[src/rtl/uart_rx_os.sv]
// UART 8N1 receiver with 16x oversampling and 3-sample majority voting.
// Emits validated bytes as a one-cycle rx_valid pulse and flags bad stop bits on rx_error.
module uart_rx_os #(
    parameter int CLK_FREQ   = 50_000_000,
    parameter int BAUD_RATE  = 115200,
    parameter int OVERSAMPLE = 16,
    parameter int DATA_BITS  = 8
) (
    input  logic                 clk,
    input  logic                 rst_n,
    input  logic                 rx,
    output logic [DATA_BITS-1:0] rx_data,
    output logic                 rx_valid,
    output logic                 rx_busy,
    output logic                 rx_error
);

    localparam int TICK_RAW = CLK_FREQ / (BAUD_RATE * OVERSAMPLE);
    localparam int TICK_DIV = (TICK_RAW < 1) ? 1 : TICK_RAW;
    localparam int TICK_W   = (TICK_DIV > 1) ? $clog2(TICK_DIV) : 1;
    localparam int SAMP_W   = $clog2(OVERSAMPLE);
    localparam int BIT_W    = (DATA_BITS > 1) ? $clog2(DATA_BITS) : 1;

    localparam logic [TICK_W-1:0] TICK_LAST = TICK_W'(TICK_DIV - 1);
    localparam logic [SAMP_W-1:0] SAMP_LAST = SAMP_W'(OVERSAMPLE - 1);
    localparam logic [SAMP_W-1:0] VOTE_A    = SAMP_W'(OVERSAMPLE / 2 - 1);
    localparam logic [SAMP_W-1:0] VOTE_B    = SAMP_W'(OVERSAMPLE / 2);
    localparam logic [SAMP_W-1:0] VOTE_C    = SAMP_W'(OVERSAMPLE / 2 + 1);
    localparam logic [BIT_W-1:0]  LAST_BIT  = BIT_W'(DATA_BITS - 1);

    typedef enum logic [2:0] {
        IDLE,
        START,
        DATA,
        STOP,
        WAIT_HIGH
    } state_t;

    state_t                 r_state;
    state_t                 w_nextState;

    logic                   r_rxMeta;
    logic                   r_rxSync;
    logic [TICK_W-1:0]      r_tickCnt;
    logic [SAMP_W-1:0]      r_sampleCnt;
    logic                   r_vote0;
    logic                   r_vote1;
    logic [BIT_W-1:0]       r_bitIdx;
    logic [DATA_BITS-1:0]   r_shiftReg;
    logic [DATA_BITS-1:0]   r_rxData;
    logic                   r_rxValid;
    logic                   r_rxError;

    logic                   w_counting;
    logic                   w_tick;
    logic                   w_decide;
    logic                   w_majority;
    logic                   w_validNext;
    logic                   w_errorNext;
    logic                   w_busy;

    assign w_counting = (r_state == START) || (r_state == DATA) || (r_state == STOP);
    assign w_tick     = w_counting && (r_tickCnt == TICK_LAST);
    assign w_decide   = w_tick && (r_sampleCnt == VOTE_C);
    assign w_majority = (r_vote0 & r_vote1) | (r_vote0 & r_rxSync) | (r_vote1 & r_rxSync);

    always_ff @(posedge clk) begin
        if (!rst_n) begin
            r_rxMeta <= 1'b1;
            r_rxSync <= 1'b1;
        end else begin
            r_rxMeta <= rx;
            r_rxSync <= r_rxMeta;
        end
    end

    // Counters sit at zero while not receiving, so entering START starts a fresh bit timeline.
    always_ff @(posedge clk) begin
        if (!rst_n) begin
            r_tickCnt   <= '0;
            r_sampleCnt <= '0;
        end else if (!w_counting) begin
            r_tickCnt   <= '0;
            r_sampleCnt <= '0;
        end else begin
            r_tickCnt <= w_tick ? '0 : r_tickCnt + 1'b1;
            if (w_tick) begin
                r_sampleCnt <= (r_sampleCnt == SAMP_LAST) ? '0 : r_sampleCnt + 1'b1;
            end
        end
    end

    always_ff @(posedge clk) begin
        if (!rst_n) begin
            r_vote0 <= 1'b0;
            r_vote1 <= 1'b0;
        end else if (w_tick) begin
            if (r_sampleCnt == VOTE_A) r_vote0 <= r_rxSync;
            if (r_sampleCnt == VOTE_B) r_vote1 <= r_rxSync;
        end
    end

    always_ff @(posedge clk) begin
        if (!rst_n) begin
            r_state <= IDLE;
        end else begin
            r_state <= w_nextState;
        end
    end

    always_comb begin
        w_nextState = r_state;
        w_validNext = 1'b0;
        w_errorNext = 1'b0;
        w_busy      = 1'b0;
        case (r_state)
            IDLE: begin
                if (!r_rxSync) w_nextState = START;
            end
            START: begin
                w_busy = 1'b1;
                if (w_decide) w_nextState = w_majority ? IDLE : DATA;
            end
            DATA: begin
                w_busy = 1'b1;
                if (w_decide && (r_bitIdx == LAST_BIT)) w_nextState = STOP;
            end
            STOP: begin
                w_busy = 1'b1;
                if (w_decide) begin
                    if (w_majority) begin
                        w_validNext = 1'b1;
                        w_nextState = IDLE;
                    end else begin
                        w_errorNext = 1'b1;
                        w_nextState = WAIT_HIGH;
                    end
                end
            end
            WAIT_HIGH: begin
                if (r_rxSync) w_nextState = IDLE;
            end
            default: w_nextState = IDLE;
        endcase
    end

    // Bits arrive LSB first, so each decision enters at the MSB and walks down.
    always_ff @(posedge clk) begin
        if (!rst_n) begin
            r_bitIdx   <= '0;
            r_shiftReg <= '0;
        end else if (r_state != DATA) begin
            r_bitIdx <= '0;
        end else if (w_decide) begin
            r_bitIdx   <= r_bitIdx + 1'b1;
            r_shiftReg <= {w_majority, r_shiftReg[DATA_BITS-1:1]};
        end
    end

    always_ff @(posedge clk) begin
        if (!rst_n) begin
            r_rxData  <= '0;
            r_rxValid <= 1'b0;
            r_rxError <= 1'b0;
        end else begin
            r_rxValid <= w_validNext;
            r_rxError <= w_errorNext;
            if (w_validNext) r_rxData <= r_shiftReg;
        end
    end

    assign rx_data  = r_rxData;
    assign rx_valid = r_rxValid;
    assign rx_error = r_rxError;
    assign rx_busy  = w_busy;

endmodule
[config.mk]
export PLATFORM = sky130hd
export DESIGN_NAME = uart_rx_os
export DESIGN_NICKNAME = d
export VERILOG_FILES = /design/src/rtl/uart_rx_os.sv
export SDC_FILE = /design/constraint.sdc
export NUM_CORES = 1
export LEC_CHECK = 0
export ABC_AREA = 0
export CORE_UTILIZATION = 49
export CTS_CLUSTER_SIZE = 16
export DETAILED_ROUTE_END_ITERATION = 7
export PLACE_DENSITY = 0.7
export SLEW_MARGIN = 20
export SYNTH_ARGS = -nofsm -noshare
export SYNTH_HDL_FRONTEND = slang
export SYNTH_SLANG_ARGS = --single-unit
[constraint.sdc]
create_clock -name clk -period 1.76 [get_ports clk]
set_input_delay 0.176 -clock clk [delete_from_list [all_inputs] [get_ports clk]]
set_output_delay 0.176 -clock clk [all_outputs]
set_load 0.05 [all_outputs]
==> flow_metrics.tcl <==
set metrics [dict create \
    status "complete, no violations" \
    layout-drive-gt1-share 0.09239 \
    cts_tree "built" \
    endpoint_kind "output port" \
    synth.distinct_cells 34 \
    ant_nets 0 \
    min_path_type "input pin to register" \
    timing.final.crit_share 0.9674 \
    die_area_um2 3435 \
    hold_viol_final 0 \
    post_drt_via_cell_ratio 5.127 \
    arrival_ns 1.53 \
    syn_inst 169 \
    crit_type "register to output port" \
    worstRegToRegCells 6 \
    p_int_mw 1.299 \
    wirelength_um 2877 \
    areaGrowthSynthToFinish_pct 18.41 \
    rr_startpoint "r_tickCnt[0]" \
    cts-buffers-inserted 5 \
    port_buffers 13 \
    drc 0 \
    cap_violations 0 \
    cpPeakStageDelay_ns 0.81 \
    min_period_ns 1.703 \
    n_antenna_cell 0 \
    max_freq_ghz 0.5873 \
    fin_skew_ns 0.01038 \
    pin_count 14 \
    ir_worst_vdd_uv 416.5 \
    setup_violations 0 \
    coreArea_um2 3053 \
    place_congestion 0.7737 \
    clk_pin_slew_worst_paths_ns 0.11 \
    final_nets 193 \
    worst_pin_slew_ns 0.5088 \
    grt_pass1_wl_um 5064 \
    slowest_stage "clkdlybuf4s50_1" \
    initial_core_util 0.5143 \
    p_switching_mw 0.3182 \
    htree_levels 2 \
    synth_area_leaders "dfxtp_1 47%, mux2i_1 8.3%, ha_1 5.6%, nor2_1 5.5%, nand3_1 4.5%" \
    worst-path-max-fanout 2 \
    cts_hold_buffers 0 \
    slew_viol_final 0 \
    p_leak_nw 0.7281 \
    netlist_area_um2 1570 \
    pwr-share-seq 0.524 \
    place_hpwl_um 2120 \
    multi_input_area_um2 765.7 \
    grt_max_degree 24 \
    synth_top_area_frac 0.4717 \
    ys_seq_area_frac 0.4717 \
    crit_end "rx_data[0]" \
    hold_start "rx" \
    synth_nets 179 \
    seq_area_um2 740.7 \
    yosysWarnings 0 \
    reg2reg_to "rx_data[0]" \
    powerDensity_nw_per_um2 869.6 \
    grt_overflow 0 \
    reg2reg_setup_slack_ns 0.09 \
    pwr-share-clk 0.449 \
    start_kind "register" \
    n_fill_cell 283 \
    die_w_um 58.61 \
    grt_pass1_vias 1197 \
    avgSynthCellArea_um2 9.291 \
    fp-row-count 20 \
    clk_latency_ns 0.36 \
    die_h_um 58.61 \
    firstDrtPassIters 4 \
    cp.depth 1 \
    antenna_found_initial 0 \
    drt_iter0_drc 82 \
    cts.path.max_buffers 2 \
    switching_share 0.1968 \
    wl_per_cell_um 12.62 \
    rsz0062_at_grt "yes" \
    required_ns 1.58 \
    cp_num_buf_inv 1 \
    clockRootBuffer "clkbuf_4" \
    final.setup.tns_ns 0 \
    path_delay_family "buffers and inverters" \
    placed_area_um2 1750 \
    grt_usage 0.2026 \
    crit_start "rx_data[0]" \
    slew_headroom 0.6603 \
    synth_area_leader_cell "dfxtp_1" \
    cts_sinks 37 \
    crit_chain "clkdlybuf4s50_1" \
    post-route-cell-area_um2 1859 \
    ys_ff_latch 37 \
    power_frac_comb 0.027 \
    vias 1169 \
]
-- metal layers --
layer | vias to the layer above | track usage | share of wire
met3 | 8 | 0.07253 | 0.035
li1 | 604 | - | -
met1 | 545 | 0.2150 | 0.43
met2 | 12 | 0.3481 | 0.51
met4 | 0 | 0.1156 | 0.022
met5 | - | 0 | 0
-- synth_stat cells --
library cell,count
xnor2_1,2
buf_6,1
maj3_1,1
xor2_1,3
a41oi_1,1
nand2b_1,4
buf_4,1
and3b_1,1
o32ai_1,1
nand4b_1,1
nor2b_1,4
and3_1,2
and4b_1,2
buf_2,4
nand4_2,1
dfxtp_1,37
o21ai_1,9
nand4_1,2
a31oi_1,1
a21oi_1,4
nand2_1,15
inv_1,4
clkbuf_1,3
ha_1,7
nor4b_1,1
o221a_2,1
and3b_2,1
nor2_1,23
o21ba_2,1
nor3_1,2
mux2i_1,13
nand3_1,14
nand3b_1,1
and4_1,1
-- logic make-up after synthesis --
family / share of synthesized area
XOR/XNOR: 0.02789
buffers and inverters: 0.04143
AO/OA/AOI/OAI: 0.07012
adder cells (fa/ha/maj): 0.06215
multiplexers: 0.08287
flip-flops: 0.4717
AND/OR/NAND/NOR: 0.2438
-- area by class of cell --
type | instances | area share
Multi-Input combinational cell | 119 | 0.4118
Clock buffer | 5 | 0.02019
Tap cell | 44 | 0.02961
Clock inverter | 3 | 0.03499
Inverter | 4 | 0.008075
Sequential cell | 37 | 0.3984
Timing Repair Buffer | 16 | 0.09690
-- per-stage QoR --
stage	setup slack, ns	utilization	power [mW]	std cells	hold WS, ns
2_1_floorplan	0.2782	-	0.8929	169	0.2490
3_3_place_gp	0.1374	0.5734	0.9102	220	0.3886
3_5_place_dp	0.07109	0.5734	0.9108	220	0.3964
4_1_cts	0.02927	0.6070	1.634	228	0.3670
5_1_grt	-0.04966	0.6090	1.683	228	0.3764
6_report	0.05737	0.6090	1.617	228	0.3774
-- cells in the final DEF, fill, tap and decap left out, types with 2 or more instances in the layout --
master	instances
buf_12	2
nor3_1	2
xor2_1	3
bufinv_16	2
dfxtp_1	37
nor2b_1	4
inv_1	4
nand2b_1	4
ha_1	7
a21oi_1	4
nand4_1	2
nand2_1	15
clkdlybuf4s50_1	10
and3_1	2
o21ai_1	9
xnor2_1	2
mux2i_1	13
nor2_1	23
nand3_1	14
buf_4	2
clkbuf_4	5
dlymetal6s2s_1	2
-- what timing repair did --
item	in CTS	in global routing
setup endpoints to repair	0	19
gates resized for setup	0	3
setup buffers	0	0
-- power groups by stage --
| stage | Clock [mW] | Sequential, mW | Combinational, mW |
|---|---|---|---|
| 2_1_floorplan | 0 | 0.862 | 0.0305 |
| 3_3_place_gp | 0 | 0.866 | 0.0442 |
| 3_5_place_dp | 0 | 0.866 | 0.0449 |
| 4_1_cts | 0.742 | 0.847 | 0.0450 |
| 5_1_grt | 0.785 | 0.849 | 0.0491 |
| 6_report | 0.726 | 0.847 | 0.0439 |
-- sequential cells by signal, summed over array words and instances, names as in the netlist --
register / flops
rx_error: 1
rx_valid: 1
r_tickCnt: 5
r_rxSync: 1
r_shiftReg: 8
r_vote0: 1
r_rxMeta: 1
r_state: 3
r_vote1: 1
rx_data: 8
r_sampleCnt: 4
r_bitIdx: 3
-- worst min-delay path by stage --
stage | to | slack (ns) | depth (start not counted)
final | r_rxMeta | 0.38 | 2
after global routing | r_rxMeta | 0.38 | 2
after CTS | r_rxMeta | 0.37 | 2
after detailed placement | r_rxSync | 0.40 | 1
after global placement | r_rxSync | 0.39 | 1
after floorplan | r_rxMeta | 0.25 | 1
Power figures use the tool's default switching activity.
